<file path="src/rtl/demux1_16_1bit_guarded.sv">
// 1:16 serial-line demux with an idle-guarded channel switch, so a frame in flight is never split.
// Optional DEMUX_FORCE_SWITCH_EN adds a force_sel input that commits a switch without waiting for idle.
module demux1_16_1bit_guarded #(
  parameter int unsigned IDLE_CYCLES = 11,
  parameter int unsigned CNT_W       = 8
) (
  input  logic        clk,
  input  logic        rst,
  input  logic [4:0]  sel,
  input  logic        def_value,
  input  logic        input_port,
`ifdef DEMUX_FORCE_SWITCH_EN
  input  logic        force_sel,
`endif
  output logic [15:0] output_port,
  output logic [4:0]  active_sel,
  output logic        busy,
  output logic        sel_pending
);

  localparam int unsigned N_CH  = 16;
  localparam int unsigned SEL_W = 5;
  localparam logic [SEL_W-1:0] UNBIND   = 5'h1F;
  localparam logic [CNT_W-1:0] IDLE_MAX = CNT_W'(IDLE_CYCLES);

  typedef enum logic [1:0] {
    UNBOUND   = 2'd0,
    BOUND     = 2'd1,
    WAIT_IDLE = 2'd2
  } state_t;

  state_t             state_q, state_d;
  logic [CNT_W-1:0]   idle_cnt;
  logic [SEL_W-1:0]   tgt_c;
  logic [SEL_W-1:0]   active_d;
  logic               pending_d;
  logic               line_idle_c;
  logic               force_c;
  logic               commit_c;
  logic [N_CH-1:0]    out_d;

  // Out-of-range selects collapse onto the single "unbound" code.
  assign tgt_c       = (sel < SEL_W'(N_CH)) ? sel : UNBIND;
  assign line_idle_c = (idle_cnt == IDLE_MAX);
  assign busy        = !line_idle_c;

`ifdef DEMUX_FORCE_SWITCH_EN
  assign force_c = force_sel;
`else
  assign force_c = 1'b0;
`endif

  // Idle counter: cleared by any non-idle bit, saturates at IDLE_CYCLES.
  always_ff @(posedge clk) begin
    if (!rst) begin
      idle_cnt <= '0;
    end else if (input_port != def_value) begin
      idle_cnt <= '0;
    end else if (idle_cnt != IDLE_MAX) begin
      idle_cnt <= idle_cnt + CNT_W'(1);
    end
  end

  // State, committed channel and pending flag.
  always_ff @(posedge clk) begin
    if (!rst) begin
      state_q     <= UNBOUND;
      active_sel  <= UNBIND;
      sel_pending <= 1'b0;
    end else begin
      state_q     <= state_d;
      active_sel  <= active_d;
      sel_pending <= pending_d;
    end
  end

  always_comb begin
    state_d   = state_q;
    active_d  = active_sel;
    pending_d = sel_pending;
    commit_c  = 1'b0;
    case (state_q)
      UNBOUND: begin
        // Nothing is routed yet, so binding needs no idle guard.
        if (tgt_c != UNBIND) begin
          active_d = tgt_c;
          state_d  = BOUND;
        end
      end
      BOUND: begin
        if (tgt_c != active_sel) begin
          if (line_idle_c || force_c) begin
            commit_c = 1'b1;
          end else begin
            state_d   = WAIT_IDLE;
            pending_d = 1'b1;
          end
        end
      end
      WAIT_IDLE: begin
        if (force_c) begin
          commit_c = 1'b1;
        end else if (tgt_c == active_sel) begin
          state_d   = BOUND;
          pending_d = 1'b0;
        end else if (line_idle_c) begin
          commit_c = 1'b1;
        end
      end
      default: begin
        state_d   = UNBOUND;
        active_d  = UNBIND;
        pending_d = 1'b0;
      end
    endcase
    if (commit_c) begin
      active_d  = tgt_c;
      pending_d = 1'b0;
      state_d   = (tgt_c == UNBIND) ? UNBOUND : BOUND;
    end
  end

  // Only the channel matching the current active_sel register sees the line.
  always_comb begin
    out_d = '0;
    for (int i = 0; i < int'(N_CH); i++) begin
      out_d[i] = (active_sel == SEL_W'(i)) ? input_port : def_value;
    end
  end

  always_ff @(posedge clk) begin
    if (!rst) begin
      output_port <= {N_CH{def_value}};
    end else begin
      output_port <= out_d;
    end
  end

endmodule

</file>
<file path="config.mk">
export PLATFORM = sky130hd
export DESIGN_NAME = demux1_16_1bit_guarded
export DESIGN_NICKNAME = d
export VERILOG_FILES = /design/src/rtl/demux1_16_1bit_guarded.sv
export SDC_FILE = /design/constraint.sdc
export NUM_CORES = 1
export LEC_CHECK = 0
export CORE_MARGIN = 1
export CORE_UTILIZATION = 45
export CTS_CLUSTER_DIAMETER = 40
export CTS_CLUSTER_SIZE = 24
export DETAILED_ROUTE_END_ITERATION = 8
export GPL_ROUTABILITY_DRIVEN = 0
export PLACE_DENSITY = 0.71
export SLEW_MARGIN = 10
export SYNTH_ARGS = -nofsm -noshare
export SYNTH_HDL_FRONTEND = slang
export SYNTH_SLANG_ARGS = --single-unit
</file>
<file path="constraint.sdc">
create_clock -name clk -period 3.3 [get_ports clk]
set_clock_uncertainty 0.15 [all_clocks]
set_input_delay 0.825 -clock clk [delete_from_list [all_inputs] [get_ports clk]]
set_output_delay 0.825 -clock clk [all_outputs]
set_load 0.02 [all_outputs]
</file>
## Word level (Yosys, flattened, before mapping)

Cells that the tools add are included.
Widths: inputs -> output; s select.

| storage, ports and cells | value |
|---|---|
| output and inout bits | 23 |
| register bits | 32 |
| word-level logic and storage cells | 86 |

| operators by class | value |
|---|---|
| reduce and logical (&&, ||, !) cells | 9 |
| multiplexer cells | 36 |
| equality and inequality tests | 32 |
| magnitude comparators | 1 |
| add/subtract/negate cells | 1 |
| bitwise operators | 2 |

Operators with widths:

| cell | number |
|---|---|
| $eq 5x4->1 const B | 8 |
| $mux 1 | 23 |
| $eq 5x3->1 const B | 4 |
| $mux 16 | 1 |
| $mux 5 | 3 |
| $ne 3x3->1 const B | 4 |
| $eq 5x2->1 const B | 2 |
| $mux 2 | 5 |
| $pmux 5 s2 | 1 |
| $add 8x1->8 const B | 1 |
| $eq 8x4->1 const B | 1 |
| $ne 8x4->1 const B | 1 |
| $reduce_and 4->1 | 2 |
| $ne 2x2->1 const B | 3 |
| $pmux 2 s3 | 1 |
| $reduce_or 2->1 | 3 |
| $eq 5x1->1 const B | 1 |
| $eq 5x5->1 | 1 |
| $eq 5x5->1 const B | 1 |
| $logic_not 5->1 | 1 |
| $lt 5x5->1 const B | 1 |
| $ne 5x5->1 | 1 |
| $ne 5x5->1 const B | 1 |
| $pmux 1 s3 | 1 |
| 9 further kinds | 10 |

## Logic depth before layout (Yosys ltp)

Gate-level depths: netlist (run 1).

| logic depth | value |
|---|---|
| depth in word-level cells | 7 |
| mapped depth | 7 |
| gate-level depth less buffers | 7 |

## Least setup slack after synthesis (run 1)

No wires, ideal clock.

| timing | value |
|---|---|
| path kind | input -> register |
| start | in sel[4] |
| end | reg active_sel[0] |
| buffers on the path | 1 |
| path slack | 0.719 ns |
| arrival | 2.314 ns |
| cell stages on the path | 7 |
| required time | 3.033 ns |
| setup time | 0.117 ns |
| cells stage by stage | buf_6 > or3_1 > o22ai_2 > o22ai_2 > o2111a_4 > or3b_4 > o22a_1 |

| on the way | value |
|---|---|
| cells in the longest elaborated chain, start to end | 7 |

RTL lines:

| item | line | source |
|---|---|---|
| start: declaration | 9 | `input logic [4:0] sel,` |
| $lt 5x5->1 | 43 | `assign tgt_c = (sel < SEL_W'(N_CH)) ? sel : UNBIND;` |
| $mux 5 (*) | 43 |  |
| $eq 5x5->1 or $ne 5x5->1 (tied branches) | 103, 91 |  |
| $mux 1, on equally long branches | 103, 91 |  |
| $pmux 1 s2 | 82 | `case (state_q)` |
| $ne 3x3->1 (no source line) or $ne 2x1->1 (tied branches) | -- |  |
| $reduce_and 2->1 (no source line) | -- |  |
| end signal: assignment | 72 | `active_sel <= active_d;` |
| end: declaration | 16 | `output logic [4:0] active_sel,` |

Mark *: on every way between the ends. The rest lies on a longest branch, timed or not. The select of a mux whose other input is x is not followed.
A chain may end at the register's enable or synchronous reset.

## Worst setup path in the final report (run 1)

| timing | value |
|---|---|
| start | reg idle_cnt[0] |
| end | out busy |

| on the way | value |
|---|---|
| cells in the longest elaborated chain, start to end | 2 |

RTL lines:

| item | line | source |
|---|---|---|
| start: declaration | 33 | `logic [CNT_W-1:0] idle_cnt;` |
| start signal: assignment | 60 | `idle_cnt <= idle_cnt + CNT_W'(1);` |
| $eq 8x4->1 | 44 | `assign line_idle_c = (idle_cnt == IDLE_MAX);` |
| $logic_not 1->1 | 45 | `assign busy = !line_idle_c;` |
| end: declaration | 17 | `output logic busy,` |

No other way between the ends.

==> results.cfg, run 1 <==
[status]
outcome = completed

[detailed_routing]
wl_um = 3280
initialDrtViolationCount = 94
wl_per_cell_um = 13.6
viasPerCell = 5.29
drcViolationCount = 0
antenna_left = 0
vias = 1281
dr.pass1.iters = 4

[yosys]
async_flop_share = 0
synth_nets = 177
synth_edf_count = 0
syn_area_per_cell_um2 = 9.74
syn_area_um2 = 1590
synth-seq-cells = 32
synth_flop_cell = dfxtp_1
yosys_warnings = 0
seq_area_frac_synth = 0.403
yosysUniqueCellTypes = 39
synth_cells = 163

[timing]
rsz0062_at_grt = no
worst_slack_ns = 0.304
setup_viol = 0
max_slew_margin = 0.683
tns_ns = 0
worst_pin_slew_ns = 0.474
finalHoldViolCount = 0
fmax_ghz = 0.334
period_needed_ns = 3.00
min_period_over_period = 0.908
slew_violations = 0

[power]
p_leak_nw = 0.754
p_per_area_nw_per_um2 = 537
max-vdd-ir-drop_uv = 261

[floorplanning]
ios = 32
core-area_um2 = 3360
start_util = 0.472
die_x_um = 61.4
chipHeight_um = 61.4
dieArea_um2 = 3770
placementRows = 21

[setup_path]
path_buf_inv = 2
slowest_stage = clkdlybuf4s50_1
cp.arrival_ns = 2.02
setup.worst_path.class = reg -> out
cp-start-kind = register
crit_chain = ha_1, nand4bb_1, nor4_4, inv_1, clkdlybuf4s50_1
end_kind = output port
worstPathMaxFanout = 5
crit_family = buffers and inverters
cp_data_required_time_ns = 2.32
critPathMaxStageDelay_ns = 0.54

[global_route]
grt_pass1_wl_um = 5350
overflow = 0
grt_pass1_vias = 1232
antenna_found_initial = 0
grt_max_degree = 18
grt_usage = 0.196

[clock_network]
cts_max_level = 2
clkLatencyLatePin_ns = 0.32
postCtsHoldBufs = 0
cts_buffers = 5
cts-root-buf = clkbuf_4
cts_setup_buffers = 0
cts_resized = 0
clk_path_buf_depth = 2
clock_sinks = 32
cts_tree = built
cts.clk_slew.worst_paths_ns = 0.10

[run]
maxCapViolCount = 0

[min_path]
min_path_type = reg -> reg

[finish]
multi_input_area_um2 = 892
drive_gt1_frac = 0.158
final_cells = 242
ff_latch_area_um2 = 641
syn_to_final_growth_pct = 25.0
fill_cells = 319
final_cell_mix = dfxtp_1, clkdlybuf4s50_1, mux2_2, nand2_1, nor2_1
layout_commonest_cell = dfxtp_1
n_antenna_cell = 0
nets = 210

[placed_design]
place_inst = 235
dp_hpwl_um = 2400
pre_cts_slack_ns = 0.215
io_buffer_count = 31
cell families (layout without fill, tap and decap cells):
| kind of cell | Yosys count | count (layout) | share of synthesized area |
|---|---|---|---|
| and+or+nand+nor | 62 | 62 | 0.215 |
| DFF | 32 | 32 | 0.403 |
| AOI/OAI and AO/OA | 21 | 21 | 0.108 |
| muxes | 20 | 20 | 0.139 |
| buffers and inverters | 12 | 45 | 0.0347 |
| xor gates and xnor gates | 11 | 11 | 0.0607 |
| adders and majority gates | 5 | 5 | 0.0394 |
cell usage after synthesis, types with 2 or more instances:
cell type | count | area [µm²]
a21oi_1 | 3 | 15.0
and3_1 | 2 | 12.5
buf_2 | 2 | 10.0
clkbuf_1 | 5 | 18.8
dfxtp_1 | 32 | 641
ha_1 | 5 | 62.6
inv_1 | 4 | 15.0
mux2_2 | 16 | 180
mux2i_1 | 4 | 40.0
nand2_1 | 16 | 60.1
nand3_1 | 9 | 45.0
nand4_1 | 2 | 12.5
nand4bb_1 | 2 | 22.5
nor2_1 | 13 | 48.8
nor2b_1 | 4 | 25.0
nor3_1 | 5 | 25.0
o21ai_0 | 4 | 20.0
o22a_1 | 4 | 35.0
o22ai_2 | 2 | 25.0
xnor2_1 | 2 | 17.5
xor2_1 | 9 | 78.8
worst paths after layout:
path | startpoint | to | slack, ns | cells past startpoint
worst min register to register | state_q[1]$_SDFFE_PN0P_ | state_q[1]$_SDFFE_PN0P_ | 0.38 | 2
worst max register to register | active_sel[1]$_SDFFE_PN1P_ | active_sel[1]$_SDFFE_PN1P_ | 1.02 | 6
worst max-delay path | idle_cnt[0]$_SDFFE_PP0P_ | busy | 0.30 | 5
worst min-delay path | state_q[1]$_SDFFE_PN0P_ | state_q[1]$_SDFFE_PN0P_ | 0.38 | 2
through the flow:
stage / util / instance area [µm²] / hold slack [ns] / power, W
after global placement: 0.576 / 1940 / 0.346 / 0.000863
after CTS: 0.590 / 1980 / 0.379 / 0.00107
after global routing: 0.590 / 1980 / 0.434 / 0.00114
final: 0.590 / 1980 / 0.379 / 0.00107
after detailed placement: 0.576 / 1940 / 0.365 / 0.000873
after floorplan: - / 1590 / 0.318 / 0.000750
tightest hold or removal path: stages (launching register included):
cell	delay (ns)
dfxtp_1	0.36
nand2_1	0.07
o31ai_1	0.06
final cells by class:
cell class | count | share of cell area
clock buffer | 6 | 0.0208
inverter | 4 | 0.00757
tap | 46 | 0.0290
multi-input combinational | 119 | 0.450
clock inverter | 1 | 0.00252
sequential | 32 | 0.323
timing repair buffer | 34 | 0.168
power by group:
group	internal, W	switching (W)	leakage (nW)
clock network	0.0000784	0.000123	0.0281
logic	0.000180	0.000198	0.461
registers	0.000428	0.0000585	0.265
total	0.000687	0.000380	0.754
sequential cells by signal, summed over array words and instances, names as in the netlist:
| register | cells |
|---|---|
| output_port | 16 |
| idle_cnt | 8 |
| active_sel | 5 |
| state_q | 2 |
| sel_pending | 1 |
metal layers:
| metal | global-route usage | vias to the layer above | wire length [µm] |
|---|---|---|---|
| met2 | 0.329 | 30 | 1580 |
| met4 | 0.0825 | 0 | 37 |
| met5 | 0 | - | 0 |
| li1 | - | 638 | - |
| met3 | 0.0714 | 4 | 143 |
| met1 | 0.225 | 609 | 1520 |
No activity file was read; power rests on OpenSTA's default activity.
==> run 2, diff against run 1 <==
- CORE_ASPECT_RATIO: unset -> 0.5
- TNS_END_PERCENT: unset -> 20
==> run 2 against run 1 <==
  * Cell count grew 1.2%
  * Non-clock buffer count unchanged
  * Clock-buffer cell count down 1
  * Highest routed layer is now met3
  * Cell area up 3.4%
  * Total power rose by 16%
  * Critical path type unchanged
  * Sequential power about the same
  * Sequential share of layout area down 1.1 points
  * Die area up 0.38%
  * Register-to-register slack is essentially flat
==> results.cfg, run 2 (synthesis results as in run 1) <==
[timing]
setup_viol = 0
period_needed_ns = 2.97
slew_violations = 0
min_period_over_period = 0.899
finalHoldViolCount = 0
hold_slack_ns = 0.375
fmax_ghz = 0.337
max_slew_margin = 0.657
rsz0062_at_grt = no
worst_pin_slew_ns = 0.509
tns_ns = 0

[setup_path]
cp.arrival_ns = 1.99
cp-start-kind = register
end_kind = output port
worstPathMaxFanout = 5
crit_chain = ha_1, nand4bb_1, nor4_4, inv_1, clkdlybuf4s50_1
r2r_cells = 6
setup.worst_path.class = reg -> out
critPathMaxStageDelay_ns = 0.54
slowest_stage = clkdlybuf4s50_1
cp-startpoint = idle_cnt[0]$_SDFFE_PP0P_
r2r-start = active_sel[1]$_SDFFE_PN1P_
cp_data_required_time_ns = 2.32

[finish]
top_regs = output_port x16, idle_cnt x8, active_sel x5
nets = 210
regMostFlops = output_port
drive_gt1_frac = 0.168
n_antenna_cell = 0
largest_reg_flops = 16
layout_commonest_cell = dfxtp_1
syn_to_final_growth_pct = 29.2
final_cell_mix = dfxtp_1, clkdlybuf4s50_1, mux2_2, nand2_1, nor2_1
postLayoutCoreUtil = 0.647

[detailed_routing]
vias = 1250
initialDrtViolationCount = 35
drcViolationCount = 0
antenna_left = 0
wl_um = 3110
dr.pass1.iters = 4
viasPerCell = 5.10
wl_per_cell_um = 12.7

[floorplanning]
ios = 32
placementRows = 14
start_util = 0.501
dieArea_um2 = 3780
chipHeight_um = 44
die_x_um = 86.0
core-area_um2 = 3170

[clock_network]
cts_resized = 0
cts.clk_slew.worst_paths_ns = 0.07
clock_sinks = 32
cts_buffers = 5
postCtsHoldBufs = 0
cts_setup_buffers = 0
cts_tree = built
clkLatencyLatePin_ns = 0.28
clk_path_buf_depth = 2
cts_max_level = 2
cts-root-buf = clkbuf_8

[power]
max-vdd-ir-drop_uv = 275
p_leak_nw = 0.780
p_per_area_nw_per_um2 = 605

[global_route]
grt_max_degree = 18
grt_pass1_wl_um = 5120
grt_usage = 0.179
overflow = 0
antenna_found_initial = 0
grt_pass1_vias = 1134

[min_path]
hp-start = state_q[1]$_SDFFE_PN0P_
min_path_type = reg -> reg
hold_depth = 2

[placed_design]
dp_hpwl_um = 2180
io_buffer_count = 31

[status]
outcome = completed

[run]
maxCapViolCount = 0
[run 2: where the power goes]
part / total, W / switching, W / internal, W
Combinational: 0.000382 / 0.000201 / 0.000181
Sequential: 0.000486 / 0.0000576 / 0.000429
Clock: 0.000373 / 0.000150 / 0.000223
[run 2: stage by stage]
step | power [W] | std cells | cell area, µm² | setup WS, ns
floorplan | 0.000750 | 163 | 1590 | 0.719
global placement | 0.000865 | 237 | 1940 | 0.260
detailed placement | 0.000874 | 237 | 1940 | 0.226
CTS | 0.00125 | 245 | 2050 | 0.331
global route | 0.00131 | 245 | 2050 | 0.240
finish | 0.00124 | 245 | 2050 | 0.334
[run 2: area by class of cell]
class	instances	area, µm²
repair buffers	34	333
multi-input cells	119	892
well taps	48	60.1
fillers	260	1120
clock buffers	5	68.8
inverters	4	15.0
flip-flops and latches	32	641
clock inverters	3	42.5
[run 2: final timing paths]
path / slack (ns) / to
max: 0.33 / busy
max reg2reg: 1.02 / active_sel[0]$_SDFFE_PN1P_
min reg2reg: 0.38 / state_q[1]$_SDFFE_PN0P_
min: 0.38 / state_q[1]$_SDFFE_PN0P_
[run 2: worst max-delay path: cells and delay by family (launching register included)]
kind,cells,cell delay [ns]
DFF,1,0.44
and+or+nand+nor,2,0.35
adders and majority gates,1,0.28
buffers and inverters,2,0.64
[run 2: layer usage]
| layer | wire, µm | global-route usage |
|---|---|---|
| met1 | 1480 | 0.228 |
| met2 | 1440 | 0.289 |
| met3 | 198 | 0.0705 |
| met4 | 0 | 0.0467 |
| met5 | 0 | 0 |
